--- src/rtl/nn_pkg.sv ---
// nn_pkg: state encoding, SRAM/LUT address widths, default layer sizes and
// load-target codes shared by the nn_sequencer block.
package nn_pkg;

  typedef enum logic [2:0] {
    S_IDLE      = 3'd0,
    S_L1_STREAM = 3'd1,
    S_L1_WAIT   = 3'd2,
    S_SIG_WAIT  = 3'd3,
    S_L2_STREAM = 3'd4,
    S_L2_DRAIN  = 3'd5,
    S_FINISH    = 3'd6
  } nn_state_t;

  localparam int A1_W  = 18;
  localparam int A2_W  = 12;
  localparam int A3_W  = 10;
  localparam int A5_W  = 7;
  localparam int SEL_W = 7;

  localparam int N_IN_DEF  = 784;
  localparam int N_HID_DEF = 10;
  localparam int N_OUT_DEF = 10;

  localparam logic [1:0] LD_INPUT = 2'd0;
  localparam logic [1:0] LD_W1    = 2'd1;
  localparam logic [1:0] LD_W2    = 2'd2;
  localparam logic [1:0] LD_LUT   = 2'd3;

endpackage

--- src/rtl/nn_seq_wait.sv ---
// nn_seq_wait: shared handshake wait counter; o_expired is high on the last
// permitted wait cycle (TIMEOUT cycles spent) so the FSM can abort on that edge.
module nn_seq_wait #(
  parameter int TIMEOUT = 1023
) (
  input  logic clk,
  input  logic reset,
  input  logic i_run,
  input  logic i_restart,
  output logic o_expired
);

  localparam int CW = $clog2(TIMEOUT + 1);
  localparam logic [CW-1:0] LAST = CW'(TIMEOUT - 1);

  logic [CW-1:0] r_cnt;

  // cycles spent in the current wait state, cleared outside waits and on re-entry
  always_ff @(posedge clk or posedge reset) begin
    if (reset) begin
      r_cnt <= {CW{1'b0}};
    end else if (!i_run || i_restart) begin
      r_cnt <= {CW{1'b0}};
    end else if (r_cnt != LAST) begin
      r_cnt <= r_cnt + CW'(1);
    end else begin
      r_cnt <= r_cnt;
    end
  end

  assign o_expired = i_run && (r_cnt == LAST);

endmodule

--- src/rtl/nn_sequencer.sv ---
// nn_sequencer: drives SRAM addresses and MAC strobes through layer-1, sigmoid
// and per-output layer-2 passes. Define NN_SEQ_LOAD_EN to add the SRAM/LUT load port.
module nn_sequencer
  import nn_pkg::*;
#(
  parameter int N_IN     = N_IN_DEF,
  parameter int N_HID    = N_HID_DEF,
  parameter int N_OUT    = N_OUT_DEF,
  parameter int PIPE_LAT = 4,
  parameter int TIMEOUT  = 1023
) (
  input  logic             clk,
  input  logic             reset,
  input  logic             start,
  input  logic             mac1_done,
  input  logic             sig_ready,
`ifdef NN_SEQ_LOAD_EN
  input  logic             ld_valid,
  input  logic [1:0]       ld_target,
  input  logic [A1_W-1:0]  ld_addr,
  output logic             ld_ready,
`endif
  output logic             we,
  output logic [A1_W-1:0]  address_1,
  output logic [A2_W-1:0]  address_2,
  output logic [A3_W-1:0]  address_3,
  output logic [A5_W-1:0]  address_5,
  output logic             mac1_start,
  output logic             mac2_start,
  output logic [SEL_W-1:0] sel,
  output logic             busy,
  output logic             done,
  output logic             err
);

  localparam int O_W = (N_OUT > 1) ? $clog2(N_OUT) : 1;
  localparam int D_W = (PIPE_LAT > 1) ? $clog2(PIPE_LAT) : 1;
  localparam logic [A3_W-1:0]  LAST_IN  = A3_W'(N_IN - 1);
  localparam logic [SEL_W-1:0] LAST_HID = SEL_W'(N_HID - 1);
  localparam logic [O_W-1:0]   LAST_OUT = O_W'(N_OUT - 1);
  localparam logic [D_W-1:0]   LAST_DRN = D_W'(PIPE_LAT - 1);

  if (N_OUT * N_HID > 4096) begin : g_l2_range_chk
    $error("nn_sequencer: N_OUT*N_HID must not exceed 4096");
  end
  if (N_IN > 1024) begin : g_l1_range_chk
    $error("nn_sequencer: N_IN must not exceed 1024");
  end

  nn_state_t        r_state;
  logic             r_busy, r_done, r_err, r_mac1_start, r_mac2_start;
  logic [A1_W-1:0]  r_addr1;
  logic [A2_W-1:0]  r_addr2;
  logic [A3_W-1:0]  r_addr3;
  logic [SEL_W-1:0] r_sel;
  logic [O_W-1:0]   r_o;
  logic [D_W-1:0]   r_d;
  logic             w_go, w_in_wait, w_wait_restart, w_expired;

  assign w_in_wait      = (r_state == S_L1_WAIT) || (r_state == S_SIG_WAIT);
  assign w_wait_restart = (r_state == S_L1_WAIT) && mac1_done;

`ifdef NN_SEQ_LOAD_EN
  logic            r_we, r_start_pend, w_load;
  logic [A5_W-1:0] r_addr5;

  // busy is low exactly in IDLE, so loads are only taken while idle
  assign w_load    = ld_valid && !r_busy;
  assign w_go      = (r_state == S_IDLE) && !w_load && (start || r_start_pend);
  assign ld_ready  = !r_busy;
  assign we        = r_we;
  assign address_5 = r_addr5;
`else
  assign w_go      = (r_state == S_IDLE) && start;
  assign we        = 1'b0;
  assign address_5 = {A5_W{1'b0}};
`endif

  nn_seq_wait #(.TIMEOUT(TIMEOUT)) u_wait (
    .clk       (clk),
    .reset     (reset),
    .i_run     (w_in_wait),
    .i_restart (w_wait_restart),
    .o_expired (w_expired)
  );

  // sequencing FSM; every output is a flop updated together with the state
  always_ff @(posedge clk or posedge reset) begin
    if (reset) begin
      r_state      <= S_IDLE;
      r_busy       <= 1'b0;
      r_done       <= 1'b0;
      r_err        <= 1'b0;
      r_mac1_start <= 1'b0;
      r_mac2_start <= 1'b0;
      r_addr1      <= 18'd0;
      r_addr2      <= 12'd0;
      r_addr3      <= 10'd0;
      r_sel        <= 7'd0;
      r_o          <= O_W'(0);
      r_d          <= D_W'(0);
`ifdef NN_SEQ_LOAD_EN
      r_we         <= 1'b0;
      r_addr5      <= 7'd0;
      r_start_pend <= 1'b0;
`endif
    end else begin
      r_done       <= 1'b0;
      r_mac1_start <= 1'b0;
      r_mac2_start <= 1'b0;
`ifdef NN_SEQ_LOAD_EN
      r_we         <= 1'b0;
`endif
      case (r_state)
        S_IDLE: begin
`ifdef NN_SEQ_LOAD_EN
          if (w_load) begin
            r_we         <= 1'b1;
            r_start_pend <= r_start_pend || start;
            case (ld_target)
              LD_INPUT: r_addr3 <= ld_addr[A3_W-1:0];
              LD_W1:    r_addr1 <= ld_addr;
              LD_W2:    r_addr2 <= ld_addr[A2_W-1:0];
              LD_LUT:   r_addr5 <= ld_addr[A5_W-1:0];
              default:  r_addr1 <= ld_addr;
            endcase
          end
`endif
          if (w_go) begin
            r_state <= S_L1_STREAM;
            r_busy  <= 1'b1;
            r_err   <= 1'b0;
            r_addr1 <= 18'd0;
            r_addr3 <= 10'd0;
`ifdef NN_SEQ_LOAD_EN
            r_start_pend <= 1'b0;
`endif
          end
        end
        S_L1_STREAM: begin
          // first SRAM word lands one cycle after address 0
          r_mac1_start <= (r_addr3 == 10'd0);
          if (r_addr3 == LAST_IN) begin
            r_state <= S_L1_WAIT;
          end else begin
            r_addr3 <= r_addr3 + 10'd1;
            r_addr1 <= r_addr1 + 18'd1;
          end
        end
        S_L1_WAIT: begin
          if (mac1_done) begin
            r_state <= S_SIG_WAIT;
          end else if (w_expired) begin
            r_state <= S_IDLE;
            r_busy  <= 1'b0;
            r_err   <= 1'b1;
          end
        end
        S_SIG_WAIT: begin
          if (sig_ready) begin
            r_state <= S_L2_STREAM;
            r_o     <= O_W'(0);
            r_sel   <= 7'd0;
            r_addr2 <= 12'd0;
          end else if (w_expired) begin
            r_state <= S_IDLE;
            r_busy  <= 1'b0;
            r_err   <= 1'b1;
          end
        end
        S_L2_STREAM: begin
          r_mac2_start <= (r_sel == 7'd0);
          if (r_sel == LAST_HID) begin
            r_state <= S_L2_DRAIN;
            r_d     <= D_W'(0);
          end else begin
            r_sel   <= r_sel + 7'd1;
            r_addr2 <= r_addr2 + 12'd1;
          end
        end
        S_L2_DRAIN: begin
          if (r_d == LAST_DRN) begin
            if (r_o == LAST_OUT) begin
              r_state <= S_FINISH;
              r_done  <= 1'b1;
            end else begin
              // o*N_HID+h is contiguous across outputs, so address_2 just steps on
              r_o     <= r_o + O_W'(1);
              r_state <= S_L2_STREAM;
              r_sel   <= 7'd0;
              r_addr2 <= r_addr2 + 12'd1;
            end
          end else begin
            r_d <= r_d + D_W'(1);
          end
        end
        S_FINISH: begin
          r_state <= S_IDLE;
          r_busy  <= 1'b0;
        end
        default: begin
          r_state <= S_IDLE;
          r_busy  <= 1'b0;
        end
      endcase
    end
  end

  assign address_1  = r_addr1;
  assign address_2  = r_addr2;
  assign address_3  = r_addr3;
  assign sel        = r_sel;
  assign mac1_start = r_mac1_start;
  assign mac2_start = r_mac2_start;
  assign busy       = r_busy;
  assign done       = r_done;
  assign err        = r_err;

endmodule

--- config.mk ---
export PLATFORM = sky130hd
export DESIGN_NAME = nn_sequencer
export DESIGN_NICKNAME = d
export VERILOG_FILES = /design/src/rtl/nn_pkg.sv /design/src/rtl/nn_seq_wait.sv /design/src/rtl/nn_sequencer.sv
export SDC_FILE = /design/constraint.sdc
export NUM_CORES = 1
export LEC_CHECK = 0
export BUFFER_PORTS_ARGS = -buffer_cell sky130_fd_sc_hd__buf_2
export CAP_MARGIN = 10
export CORE_MARGIN = 2
export CORE_UTILIZATION = 57
export CTS_CLUSTER_SIZE = 25
export DETAILED_ROUTE_END_ITERATION = 8
export PLACE_DENSITY = 0.76
export SYNTH_ARGS = -nofsm -noshare
export SYNTH_HDL_FRONTEND = slang
export SYNTH_HIERARCHICAL = 1
export SYNTH_SLANG_ARGS = --single-unit
--- constraint.sdc ---
create_clock -name clk -period 2.19 [get_ports clk]
set_input_delay 0.438 -clock clk [delete_from_list [all_inputs] [get_ports clk]]
set_output_delay 0.438 -clock clk [all_outputs]
set_load 0.01 [all_outputs]
==> metrics.md, run 1 <==
| Metric | Value |
|---|---|
| RePlAce Congestion | 0.901 |
| CP delay by family, top | simple AND/OR/NAND/NOR gates |
| Fraction of layout cells with a size suffix above 1 | a little over a fifth |
| CP max stage cell | or4_1 |
| Critical Path End Type | flop |
| CP startpoint kind | flop |
| P_int | 2.02 mW |
| Overflow after GRT | 0 |
| Final period utilization | 93.2% |
| Synth Instances | 444 |
| DRC violations left | 0 |
| PwrDens | ~540 nW/um^2 |
| Kind of critical path | flop to flop |
| Most frequent cells in the layout | dfrtp_1 (71), buf_2 (56), o21ai_0 (50) |
| DP Cell Count | 601 |
| HPWL Detailed | 6810 microns |
| First-pass detailed-route iteration total | 5 |
| Antenna viol nets, final | 0 |
| Pins Over Slew Limit | 0 |
| DRT Wirelength | 9430 microns |
| Layout Cells excl Fill | just over 600 |
| Iter 0 DRT Violations | 253 |
| Number of global-route vias before repair | 3,370 |
| Max-cap violation count | 0 |
| Worst slew margin | 58.5% |
| Tightest Hold Check Type | input pin to asynchronous set/reset pin |
| CTS resizes | 0 |
| WL per Instance | 15.3 microns |
| Total GRT Usage | 25.0% |
| RSZ-0062 raised after global routing | false |
| Sequential power share | 51.6% |
| Worst setup margin | 0.148 ns |
| First-pass GRT wire length | 15,400 microns |
| CP peak stage delay | 0.52 ns |
| Max Freq | around 490 MHz |
| Finish-stage setup viols | 0 |
| Final hold vios | 0 |
| Std-Cell Rows | 30 |
| Final Critical Period | 2.04 ns |
| Crit path buffers/inverters | 0 |
| Reg2Reg Launch Point | r_o[0] |
| Initial core utilization | 59.0% |
| Clock share of power | 46.6% |
| Antenna cells | 0 |
| Worst Path Arrival | about 2.3 ns |
| Die width | 88.1 microns |
| Sequential share of the synthesized area | 44.0% |
| Final Skew | 0.00476 ns |
| CTS buffer count | 9 |
| Worst VDD drop | 0.000310 V |
| Reported net switching power | 0.517 mW |
| Clk sinks | 71 |
| Finished layout cell area | 4700 sq um |
| Port Buf Inserts | 56 |
| # nets final | 533 |
| EDFF count, synth | 0 |
| Setup crit start | r_o[0] |
| Power share of the combinational group | about 1.8% |
| Min Hold Slack | between 0.08 and 0.09 ns |
| Initial antenna violation count | 0 |
| CTS tree | done |
| Slew @ Worst Pin | a little over 0.6 ns |
| Switch share | 20.4% |
| Setup TNS Final | 0 ns |
| Core Area | 6830 sq um |
| Asr flop ratio synth | 100% |
| Run status | finished, final reports clean |
| Largest net degree at the start of global routing | 34 |
| Dpl cell area | 4470 sq um |
| Worst-Skew Late Latency | 0.33 ns |
| Postcts setup bufs | 0 |
| Max FO, Critical Path | 9 |
| Vias | roughly 3,700 |
| Average size of a mapped cell | 9.09 sq um |
| Post-synth top flop | dfrtp_1 |
| Yosys warning count | 6 |
| Cell area after synthesis | 4030 sq um |
| CTS Buffer Depth | 2 |
| Synth cell types | 62 |
| Clk slew on worst S/H paths | 0.08 ns |
| IO Count | 65 |
| FF+latch count, synth | just over 70 |
| Die area | 7770 sq um |
| H-tree depth | 3 |
| Area growth, synth to finish | 16.6% |
| Static leakage | 2.13 nW |
| WP data required | 2.45 ns |
| Most common cell after layout, fill and taps aside | dfrtp_1 |
| CTS Root Cell | clkbuf_8 |
| Die H | 88.1 microns |
| Via density | 5.99 |
| Worst-path cell chain | ha_1 -> and4b_1 -> o22ai_4 -> nand4_2 -> or4_1 -> a21oi_1 |
| Setup WS pre-CTS | around 0.13 ns |
| Hold Buf Count CTS | 0 |
==> flip-flops by register name, indices dropped and copies added (netlist names) <==
name / cells
address_3: 10
address_2: 12
mac1_start: 1
sel: 7
address_1: 18
r_o: 4
done: 1
r_state: 3
err: 1
r_d: 2
mac2_start: 1
u_wait/r_cnt: 10
busy: 1
==> area by class of cell <==
cell class / count / area, sq um
Clock inverter: 3 / 65.1
Multi-Input combinational cell: 338 / 2050
Fill cell: 567 / 2130
Tap cell: 96 / 120
Clock buffer: 13 / 159
Sequential cell: 71 / 1780
Inverter: 16 / 60.1
Timing Repair Buffer: 80 / 473
==> power groups by stage <==
stage / clock network (mW) / registers (mW) / logic [mW]
floorplan: 0 / 1.34 / 0.0374
global placement: 0 / 1.34 / 0.0465
detailed placement: 0 / 1.34 / 0.0472
CTS: 1.20 / 1.31 / 0.0475
global route: 1.25 / 1.31 / 0.0535
finish: 1.18 / 1.31 / 0.0453
==> cell usage after synthesis, types with 2 or more instances <==
master | instances | area, sq um
a21oi_1 | 18 | 90.1
and4b_1 | 2 | 20.0
inv_1 | 16 | 60.1
nand3_1 | 33 | 165
a31oi_1 | 13 | 81.3
and3_1 | 11 | 68.8
a21o_1 | 8 | 60.1
or4_1 | 4 | 30.0
buf_4 | 13 | 97.6
or3_1 | 8 | 50.1
nor2_1 | 24 | 90.1
a211oi_1 | 4 | 30.0
nand2b_1 | 5 | 31.3
and2_1 | 4 | 25.0
buf_6 | 2 | 22.5
nor2b_1 | 4 | 25.0
nand4_1 | 10 | 62.6
and4_1 | 4 | 35.0
nor4_1 | 7 | 43.8
o31ai_1 | 14 | 105
xor2_1 | 5 | 43.8
dfrtp_1 | 71 | 1780
nor3b_1 | 4 | 30.0
mux2_2 | 2 | 22.5
clkbuf_1 | 4 | 15.0
ha_1 | 12 | 150
o21ai_0 | 50 | 250
nor3_1 | 9 | 45.0
and3_2 | 2 | 15.0
nand2_1 | 43 | 161
a22o_1 | 3 | 26.3
buf_2 | 5 | 25.0
==> path summary, 6_finish.rpt <==
| path | endpoint | slack [ns] | depth (start not counted) |
|---|---|---|---|
| setup / recovery | address_2[11] | 0.15 | 6 |
| hold / removal | u_wait/r_cnt[4] | 0.08 | 2 |
| setup reg to reg | address_2[11] | 0.15 | 6 |
| hold reg to reg | busy | 0.49 | 1 |
| max in group asynchronous | address_3[5] | 1.58 | 3 |
| min in group clk | r_state[2] | 0.49 | 3 |
==> cell families (layout without fill, tap and decap cells) <==
| family | Yosys count | after routing | share of synthesized area [%] |
|---|---|---|---|
| other cells | 1 | 8 | 0.0930 |
| buf+inv | 42 | 112 | 5.92 |
| compound gates | 124 | 124 | 19.2 |
| fa+ha+maj | 12 | 12 | 3.72 |
| xor+xnor | 6 | 6 | 1.30 |
| flops | 71 | 71 | 44.0 |
| simple gates | 185 | 185 | 24.9 |
| mux | 3 | 3 | 0.806 |
==> layer usage <==
layer	track usage [%]	part of all wire [%]	up-vias
li1	-	-	1779
met1	33.0	45	1789
met2	41.2	48	108
met3	3.68	4.5	18
met4	10.9	1.8	0
met5	0	0	-
==> per-stage QoR <==
stage | util, % | power (mW)
global placement | 65.5 | 1.38
global route | 68.8 | 2.62
CTS | 68.8 | 2.56
detailed placement | 65.5 | 1.38
finish | 68.8 | 2.54
floorplan | - | 1.37
No activity file was read; power rests on OpenSTA's default activity.
==> run 2: changes to the inputs <==
BUFFER_PORTS_ARGS = unset   (was -buffer_cell sky130_fd_sc_hd__buf_2)
CORE_UTILIZATION = 60   (was 57)
DONT_BUFFER_PORTS = 1   (was unset)
PLACE_DENSITY = 0.72   (was 0.76)
==> run 2 against run 1 <==
Against the previous run:
- final area is 5.7% lower
- largest cell class unchanged
- non-clock buffer count is 50 lower
- die area is 4.8% lower
- critical endpoint is now sel[6]
- worst hold slack worse by 0.041 ns
- clock power is 14% lower
- register-to-register slack worse by 0.03 ns
- total power is 6.9% lower
- sequential cell count stayed put
==> metrics.md, run 2 (same netlist as run 1, synthesis figures left out) <==
| Metric | Value |
|---|---|
| Run status | finished, final reports clean (unchanged) |
| Largest net degree at the start of global routing | 62 (was 34) |
| Most frequent cells in the layout | dfrtp_1 (70), o21ai_0 (50), nand2_1 (43) (was dfrtp_1 (71), buf_2 (56), o21ai_0 (50)) |
| Fin util | 69.0% (was 68.8%) |
| Static leakage | 1.93 nW (was 2.13 nW) |
| Fillers | 509 (was 567) |
| Power share of the combinational group | 1.6% (was 1.8%) |
| WP data required | 2.45 ns (about the same) |
| Number of global-route vias before repair | 3,274 (was 3,370) |
| Setup WS pre-CTS | 0.0922 ns (was 0.132 ns) |
| Max-cap violation count | 0 (unchanged) |
| CTS Root Cell | clkbuf_8 (unchanged) |
| Worst setup margin | 0.116 ns (was 0.148 ns) |
| Via density | 6.31 (was 5.99) |
| Final Critical Period | 2.07 ns (was 2.04 ns) |
| Final period utilization | 94.7% (was 93.2%) |
| DRC violations left | 0 (unchanged) |
| CTS tree | done (unchanged) |
| Die area | 7400 sq um (was 7770 sq um) |
| Max reg flops | 18 (unchanged) |
| RSZ-0062 raised after global routing | false (unchanged) |
| CTS Buffer Depth | 2 (unchanged) |
| RePlAce Congestion | 0.829 (was 0.901) |
| Antenna cells | 0 (unchanged) |
| Worst VDD drop | 0.000351 V (was 0.000310 V) |
| Clock share of power | 43.0% (was 46.6%) |
| Tightest Hold Check Type | input pin to asynchronous set/reset pin (unchanged) |
| Most common cell after layout, fill and taps aside | dfrtp_1 (unchanged) |
| Slew @ Worst Pin | 0.654 ns (was 0.621 ns) |
| Setup TNS Final | 0 ns (unchanged) |
| IO Count | 65 (unchanged) |
| Overflow after GRT | 0 (unchanged) |
| Reg2Reg Launch Point | r_o[0] (unchanged) |
| Clk slew on worst S/H paths | 0.07 ns (was 0.08 ns) |
| Clk sinks | 71 (unchanged) |
| First-pass GRT wire length | 15,500 microns (was 15,400 microns) |
| Area growth, synth to finish | 9.89% (was 16.6%) |
| Worst-Skew Late Latency | 0.34 ns (was 0.33 ns) |
| Total GRT Usage | 26.0% (was 25.0%) |
| Final hold vios | 0 (unchanged) |
| Fraction of layout cells with a size suffix above 1 | 13.2% (was 21.5%) |
| Iter 0 DRT Violations | 168 (was 253) |
| HPWL Detailed | 6450 microns (was 6810 microns) |
| Critical Path End Type | flop (unchanged) |
| Initial core utilization | 62.8% (was 59.0%) |
| Port Buf Inserts | 0 (was 56) |
| Max FO, Critical Path | 12 (was 9) |
| Switch share | 20.8% (was 20.4%) |
| Std-Cell Rows | 29 (was 30) |
| Pins Over Slew Limit | 0 (unchanged) |
| First-pass detailed-route iteration total | 5 (unchanged) |
| Initial antenna violation count | 0 (unchanged) |
| PwrDens | 534 nW/um^2 (was 540 nW/um^2) |
| CP startpoint kind | flop (unchanged) |
| WL per Instance | 16.5 microns (was 15.3 microns) |
| Worst Path Arrival | 2.34 ns (was 2.30 ns) |
| # nets final | 483 (was 533) |
| P_int | 1.87 mW (was 2.02 mW) |
| Final Skew | 0.0110 ns (was 0.00476 ns) |
| Finish-stage setup viols | 0 (unchanged) |
| Max Freq | 482 MHz (was 490 MHz) |
| Worst slew margin | 56.2% (was 58.5%) |
| Core Area | 6420 sq um (was 6830 sq um) |
| Vias | 3,460 (was 3,694) |
| Die H | 86.0 microns (was 88.1 microns) |
| Setup crit start | r_o[0] (unchanged) |
| Sequential power share | 55.4% (was 51.6%) |
| CTS buffer count | 9 (unchanged) |
| Antenna viol nets, final | 0 (unchanged) |
| Die width | 86.0 microns (was 88.1 microns) |
| Reported net switching power | 0.492 mW (was 0.517 mW) |
| H-tree depth | 3 (unchanged) |
| Kind of critical path | flop to flop (unchanged) |
| DRT Wirelength | 9060 microns (was 9430 microns) |
## run 2: changes by cell type in the layout (fill, tap and decap cells not counted), sizes merged
cell / delta
dlygate4sd3: +1
buf: -51
bufinv: -1
clkinvlp: +1
## run 2: repair_timing
action,CTS,global route
setup buffers,0,1
endpoints found under the hold margin,10,0
resized for setup,0,4
endpoints found under the setup margin,0,2
hold buffers,1,0
## run 2: cell type report
type,count,area [sq um],share of cell area [%]
Clock inverter,3,42.5,0.960
Timing Repair Buffer,30,254,5.73
Sequential cell,71,1780,40.1
Inverter,16,60.1,1.35
Multi-Input combinational cell,338,2050,46.3
Tap cell,77,96.3,2.17
Clock buffer,13,149,3.36
## run 2: worst paths after layout
path | endpoint | slack, ns | cells past startpoint
max reg2reg | sel[6] | 0.12 | 7
max in group asynchronous | u_wait/r_cnt[3] | 1.39 | 2
min in group clk | r_state[2] | 0.33 | 2
max | sel[6] | 0.12 | 7
min reg2reg | r_o[0] | 0.53 | 1
min | address_1[10] | 0.04 | 2
## run 2: critical path: stages (launching register included)
cell	delay [ns]
dfrtp_2	0.43
ha_1	0.21
and4b_1	0.23
o22ai_4	0.20
nand3_2	0.11
buf_6	0.16
or4_1	0.52
a21oi_2	0.14
## run 2: layer usage
layer,wire (microns),track usage (%)
met5,0,0
met4,117,9.52
met3,568,6.64
met2,4300,41.3
met1,4080,34.6
## run 2: power groups by stage
stage               Combinational [mW]  Clock, mW  Sequential [mW]
finish                          0.0389       1.02             1.31
global route                    0.0457       1.10             1.31
CTS                             0.0406       1.04             1.31
detailed placement              0.0393          0             1.34
global placement                0.0392          0             1.34
floorplan                       0.0374          0             1.34
## run 2: through the flow
| step | instances | total power [mW] | hold slack, ns | instance area (sq um) |
|---|---|---|---|---|
| floorplan | 451 | 1.37 | 0.278 | 4060 |
| global placement | 529 | 1.37 | 0.328 | 4210 |
| detailed placement | 529 | 1.38 | 0.331 | 4210 |
| CTS | 546 | 2.39 | 0.0435 | 4410 |
| global route | 548 | 2.46 | 0.0514 | 4430 |
| finish | 548 | 2.37 | 0.0421 | 4430 |
